===== src/rtl/ps2_key_decoder_pkg.sv =====
// Shared PS/2 set-2 definitions: prefix bytes, ignored keyboard replies and
// the 2-bit decoder state encodings.
package ps2_key_decoder_pkg;

    localparam logic [7:0] PS2_EXT = 8'hE0;
    localparam logic [7:0] PS2_BRK = 8'hF0;

    localparam logic [1:0] ST_IDLE    = 2'd0;
    localparam logic [1:0] ST_EXT     = 2'd1;
    localparam logic [1:0] ST_BRK     = 2'd2;
    localparam logic [1:0] ST_EXT_BRK = 2'd3;

    typedef struct packed {
        logic [7:0] code;
        logic [7:0] ascii;
        logic       ext;
        logic       brk;
        logic       rep;
    } ps2_evt_t;

    // Keyboard replies (self-test pass, ack, echo, errors) that carry no key.
    function automatic logic is_ignored(input logic [7:0] b);
        logic hit;
        case (b)
            8'hAA, 8'hFA, 8'hEE, 8'hFC, 8'hFF, 8'h00: hit = 1'b1;
            default:                                 hit = 1'b0;
        endcase
        return hit;
    endfunction

endpackage


===== src/rtl/ps2_ascii_rom.sv =====
// Combinational set-2 scan code to ASCII table; unmapped codes give 0x00.
module ps2_ascii_rom (
    input  logic [7:0] code,
    output logic [7:0] ascii
);

    always_comb begin
        ascii = 8'h00;
        case (code)
            8'h1C: ascii = 8'h61;
            8'h32: ascii = 8'h62;
            8'h21: ascii = 8'h63;
            8'h23: ascii = 8'h64;
            8'h24: ascii = 8'h65;
            8'h2B: ascii = 8'h66;
            8'h34: ascii = 8'h67;
            8'h33: ascii = 8'h68;
            8'h43: ascii = 8'h69;
            8'h3B: ascii = 8'h6A;
            8'h42: ascii = 8'h6B;
            8'h4B: ascii = 8'h6C;
            8'h3A: ascii = 8'h6D;
            8'h31: ascii = 8'h6E;
            8'h44: ascii = 8'h6F;
            8'h4D: ascii = 8'h70;
            8'h15: ascii = 8'h71;
            8'h2D: ascii = 8'h72;
            8'h1B: ascii = 8'h73;
            8'h2C: ascii = 8'h74;
            8'h3C: ascii = 8'h75;
            8'h2A: ascii = 8'h76;
            8'h1D: ascii = 8'h77;
            8'h22: ascii = 8'h78;
            8'h35: ascii = 8'h79;
            8'h1A: ascii = 8'h7A;
            8'h45: ascii = 8'h30;
            8'h16: ascii = 8'h31;
            8'h1E: ascii = 8'h32;
            8'h26: ascii = 8'h33;
            8'h25: ascii = 8'h34;
            8'h2E: ascii = 8'h35;
            8'h36: ascii = 8'h36;
            8'h3D: ascii = 8'h37;
            8'h3E: ascii = 8'h38;
            8'h46: ascii = 8'h39;
            8'h29: ascii = 8'h20;
            8'h5A: ascii = 8'h0D;
            8'h66: ascii = 8'h08;
            default: ascii = 8'h00;
        endcase
    end

endmodule


===== src/rtl/ps2_key_decoder.sv =====
// Turns PS/2 set-2 scan bytes into make/break key events and tracks the
// currently held key plus a count of fresh key presses.
module ps2_key_decoder
    import ps2_key_decoder_pkg::*;
#(
    parameter int CNT_W = 8
) (
    input  logic             clk,
    input  logic             resetn,
    input  logic             code_valid,
    input  logic [7:0]       code,
    output logic             code_ready,
    output logic             evt_valid,
    input  logic             evt_ready,
    output logic [7:0]       evt_code,
    output logic [7:0]       evt_ascii,
    output logic             evt_ext,
    output logic             evt_break,
    output logic             evt_repeat,
    output logic             key_down,
    output logic [7:0]       cur_code,
    output logic             cur_ext,
    output logic [CNT_W-1:0] press_count
);

    logic [1:0] state;
    logic [1:0] next_state;
    logic       accept;
    logic       emit;
    logic       seq_ext;
    logic       seq_brk;
    logic       held_match;
    logic [7:0] rom_ascii;
    ps2_evt_t   next_evt;

    // Every byte, prefixes included, waits behind an unconsumed event.
    assign code_ready = !evt_valid || evt_ready;
    assign accept     = code_valid && code_ready;

    always_comb begin
        next_state = state;
        emit       = 1'b0;
        seq_ext    = 1'b0;
        seq_brk    = 1'b0;
        case (state)
            ST_IDLE: begin
                if (code == PS2_EXT)       next_state = ST_EXT;
                else if (code == PS2_BRK)  next_state = ST_BRK;
                else if (!is_ignored(code)) emit      = 1'b1;
            end
            ST_EXT: begin
                if (code == PS2_BRK)      next_state = ST_EXT_BRK;
                else if (code == PS2_EXT) next_state = ST_EXT;
                else begin
                    emit       = 1'b1;
                    seq_ext    = 1'b1;
                    next_state = ST_IDLE;
                end
            end
            ST_BRK: begin
                if (code == PS2_EXT)      next_state = ST_EXT;
                else if (code == PS2_BRK) next_state = ST_BRK;
                else begin
                    emit       = 1'b1;
                    seq_brk    = 1'b1;
                    next_state = ST_IDLE;
                end
            end
            ST_EXT_BRK: begin
                next_state = ST_IDLE;
                if (code != PS2_EXT && code != PS2_BRK) begin
                    emit    = 1'b1;
                    seq_ext = 1'b1;
                    seq_brk = 1'b1;
                end
            end
            default: next_state = ST_IDLE;
        endcase
    end

    ps2_ascii_rom u_ascii_rom (
        .code  (code),
        .ascii (rom_ascii)
    );

    assign held_match = key_down && (cur_ext == seq_ext) && (cur_code == code);

    always_comb begin
        next_evt.code  = code;
        next_evt.ascii = seq_ext ? 8'h00 : rom_ascii;
        next_evt.ext   = seq_ext;
        next_evt.brk   = seq_brk;
        next_evt.rep   = !seq_brk && held_match;
    end

    always_ff @(posedge clk or negedge resetn) begin
        if (!resetn) begin
            state <= ST_IDLE;
        end else if (accept) begin
            state <= next_state;
        end
    end

    // A completing byte overwrites the register even while it is being consumed.
    always_ff @(posedge clk or negedge resetn) begin
        if (!resetn) begin
            evt_valid  <= 1'b0;
            evt_code   <= 8'h00;
            evt_ascii  <= 8'h00;
            evt_ext    <= 1'b0;
            evt_break  <= 1'b0;
            evt_repeat <= 1'b0;
        end else if (accept && emit) begin
            evt_valid  <= 1'b1;
            evt_code   <= next_evt.code;
            evt_ascii  <= next_evt.ascii;
            evt_ext    <= next_evt.ext;
            evt_break  <= next_evt.brk;
            evt_repeat <= next_evt.rep;
        end else if (evt_ready) begin
            evt_valid  <= 1'b0;
        end
    end

    always_ff @(posedge clk or negedge resetn) begin
        if (!resetn) begin
            key_down    <= 1'b0;
            cur_code    <= 8'h00;
            cur_ext     <= 1'b0;
            press_count <= '0;
        end else if (accept && emit) begin
            if (seq_brk) begin
                if (cur_ext == seq_ext && cur_code == code) key_down <= 1'b0;
            end else if (!held_match) begin
                key_down    <= 1'b1;
                cur_code    <= code;
                cur_ext     <= seq_ext;
                press_count <= press_count + CNT_W'(1);
            end
        end
    end

endmodule

===== config.mk =====
export PLATFORM = sky130hd
export DESIGN_NAME = ps2_key_decoder
export DESIGN_NICKNAME = d
export VERILOG_FILES = /design/src/rtl/ps2_key_decoder_pkg.sv /design/src/rtl/ps2_ascii_rom.sv /design/src/rtl/ps2_key_decoder.sv
export SDC_FILE = /design/constraint.sdc
export NUM_CORES = 1
export LEC_CHECK = 0
export CAP_MARGIN = 20
export CORE_ASPECT_RATIO = 0.8
export CORE_UTILIZATION = 48
export DETAILED_ROUTE_END_ITERATION = 7
export HOLD_SLACK_MARGIN = 0.1
export PLACE_DENSITY_LB_ADDON = 0.12
export SKIP_LAST_GASP = 1
export SLEW_MARGIN = 40
export SYNTH_ARGS = -nofsm -noshare
export SYNTH_HDL_FRONTEND = slang
export SYNTH_HIERARCHICAL = 1
export SYNTH_SLANG_ARGS = --single-unit

===== constraint.sdc =====
create_clock -name clk -period 1.6 [get_ports clk]
set_input_delay 0.32 -clock clk [delete_from_list [all_inputs] [get_ports clk]]
set_output_delay 0.32 -clock clk [all_outputs]
set_load 0.01 [all_outputs]

==> metrics <==
Yosys top cell area share 34.45%; Period minus WS final 1.946 ns; #FFs+latches synth 40; drt drc 0; Fin Clk Skew 0.01824 ns; clock slew at reported path FFs 0.10 ns; drt pass-1 iters 5; TritonCTS clock tree built; Yosys top cell by area dfrtp_1; outcome complete, but fails checks; CP Launch Type flop; pwr dens 846.8 nW/um2; num ports 51; worst hold-check path type in -> reg; number of flops mapped to enable cells by yosys 0; # diodes 0; clk sink count 40; global-route usage over all layers 30.13%; Post-Syn Area 2905 um2; failing checks setup timing; CP Cell Sequence or3_4, a21oi_2, buf_4, o21ba_4, nor2_4, buf_12, buf_12, mux2_4; largest net degree at the start of global routing 41; Int Pwr 0.002594 W; Max-Slew Margin vs Limit 64.81%; dpl hpwl 6230 um; busiest grt layer met2; Skew-Pair Late Insertion Delay 0.32 ns; grt ovf 0; ys async rst share 100.0%; vias per cell 5.747; Syn-to-layout area delta 57.62%; ys flop type dfrtp_1; first-pass GRT wire length 14190 um; syn nets 306; Clk pwr share 23.4%; Req. time, crit path 1.80 ns; Worst-Margin Slew 0.5279 ns; Cell Rows 24; multi-input logic area 1923 um2; post-synthesis instance total 286; maximum VDD drop 667.8 uV; sequential power share 33.9%; crit-path max FO 5; crit-path max cell delay 0.42 ns; Max Cap Viol 0; Crit path max-delay family simple AND/OR/NAND/NOR gates; Hold Vio Cnt, Final 0; filler cell count 361; clk root buf clkbuf_8; chip width 88.98 um; cell mode on critical path buf_12; setup ws final -0.3465 ns; final hold slack 0.4517 ns; initial antenna violation count 0; Detail Route Antenna Nets 0; Ys Warns 6; Setup violations, final 37; Chip Height 71.59 um; Clock Tree Buf Depth 2; RSZ-0062 raised after global routing true; vias 2908; Worst Path Buf+Inv 3; met2 usage 49.23%; M1 GR Usage 39.96%; Die ar. 6370 um2; CTS H-tree depth 2; routed wire length 9887 um; Sequential cell area 1002 um2; Final Max Slew Viols 0; synth top area cells dfrtp_1, mux2_4, xnor2_1, mux2_2, ha_1; Combinational Power Share 42.7%; Unique masters post-synth 72; Core ar. 5645 um2; leak pwr 2.094 nW; vias in the first global route 2716; fin crit share 121.7%; Sw Pwr 0.001284 W; crit path kind reg -> reg; crit path capture type flop; initial core utilization 51.46%; commonest non-fill, non-tap cell in the layout buf_4; switching share of power 33.12%; DRT iter0 DRCs 222; fmax 513.8 MHz; fraction of layout cells with a size suffix above 1 43.22%; RD Place Congestion 0.9222; Layout Nets 447; WL/cell 19.54 um; met3 usage 6.797%; syn_area_per_cell 10.16 um2; sequential fraction of the synthesis area 34.45%; Num CTS Buffers 5; most frequent cells in the layout buf_4, dfrtp_1, clkdlybuf4s50_1; Port Buffers 50; CP max-delay cell dfrtp_1; crit path DAT 2.15 ns; Final Core Density 81.12%
==> logic make-up after synthesis <==
group           after synthesis  share of synthesized area, %
compound gates               61                         15.98
xor+xnor                     17                         5.384
fa+ha+maj                     8                         3.445
buf+inv                      26                         5.856
flops                        40                         34.45
mux                          31                         14.38
other cells                   1                        0.1291
simple gates                102                         20.37
==> worst paths after layout <==
path / to / slack [ns] / start / cells past startpoint
hold reg to reg: press_count[7] / 0.48 / press_count[7] / 1
max in group asynchronous: key_down / 0.62 / resetn / 3
hold / removal: state[0] / 0.45 / code[4] / 3
min in group asynchronous: evt_ascii[2] / 0.59 / resetn / 3
setup reg to reg: evt_ascii[5] / -0.35 / state[0] / 8
setup / recovery: evt_ascii[5] / -0.35 / state[0] / 8
==> final cells by class <==
type / instances / area share [%]
repair buffers: 154 / 30.98
flip-flops and latches: 40 / 21.89
multi-input cells: 220 / 41.99
clock buffers: 5 / 1.503
inverters: 6 / 0.4918
clock inverters: 3 / 1.011
well taps: 78 / 2.131
==> worst min-delay path, stage by stage <==
cell and delay [ns]:
clkbuf_4 0.18, buf_6 0.14, o41ai_1 0.09
==> sequential cells by signal, summed over array words and instances (netlist names) <==
name and cells:
cur_ext 1, cur_code 8, press_count 8, evt_ascii 8, evt_valid 1, state 2, evt_break 1, evt_code 8
key_down 1, evt_ext 1, evt_repeat 1
==> layer usage <==
metal	routed length, um	vias up	part of all wire (%)
met3	572	16	5.8
li1	-	1323	-
met1	4223	1450	43
met4	240	0	2.4
met5	0	-	0
met2	4852	119	49
==> through the flow <==
stage               total power (W)  setup TNS, ns  instances  area, um2  setup slack (ns)
finish                     0.003878         -8.864        506       4579           -0.3465
global route               0.004024         -10.67        506       4579           -0.3672
CTS                        0.003806         -7.746        503       4467           -0.2760
detailed placement         0.002778         -32.44        474       4038           -0.9554
floorplan                  0.002039         -7.741        286       2972           -0.3187
global placement           0.002721         -30.93        474       4038           -0.9051
==> power groups by stage <==
stage / clock, W / sequential (W) / combinational (W)
after floorplan: 0 / 0.00143 / 0.000612
after global placement: 0 / 0.00135 / 0.00137
after detailed placement: 0 / 0.00137 / 0.00141
after CTS: 0.000893 / 0.00131 / 0.00161
after global routing: 0.000937 / 0.00133 / 0.00175
final: 0.000906 / 0.00132 / 0.00166
==> synth_stat cells (all sizes together), types with 2 or more instances <==
library cell  count
o21a              2
nand4             3
or3               2
nand3            19
or2               3
a211oi            2
dfrtp            40
nor4              3
and3              6
o31ai             4
nor3b             2
o211ai            5
nor2b            13
o21ai             8
mux2             29
o22ai             2
o2111ai           2
a221oi            2
o32ai             2
a31oi             3
clkbuf            2
inv               6
xnor2            15
xor2              2
ha                8
nand2b            7
nor3              4
buf              18
a21oi            13
nor2             15
mux2i             2
nand2            21
==> timing repair <==
action / 4_1_cts / 5_1_grt
pin swaps: 13 / 7
buffers inserted: 18 / 10
setup endpoints to repair: 55 / 42
endpoints found under the hold margin: 34 / 0
hold buffers: 1 / 0
gates cloned: 3 / 0
resized for setup: 76 / 25
Power figures use the tool's default switching activity.
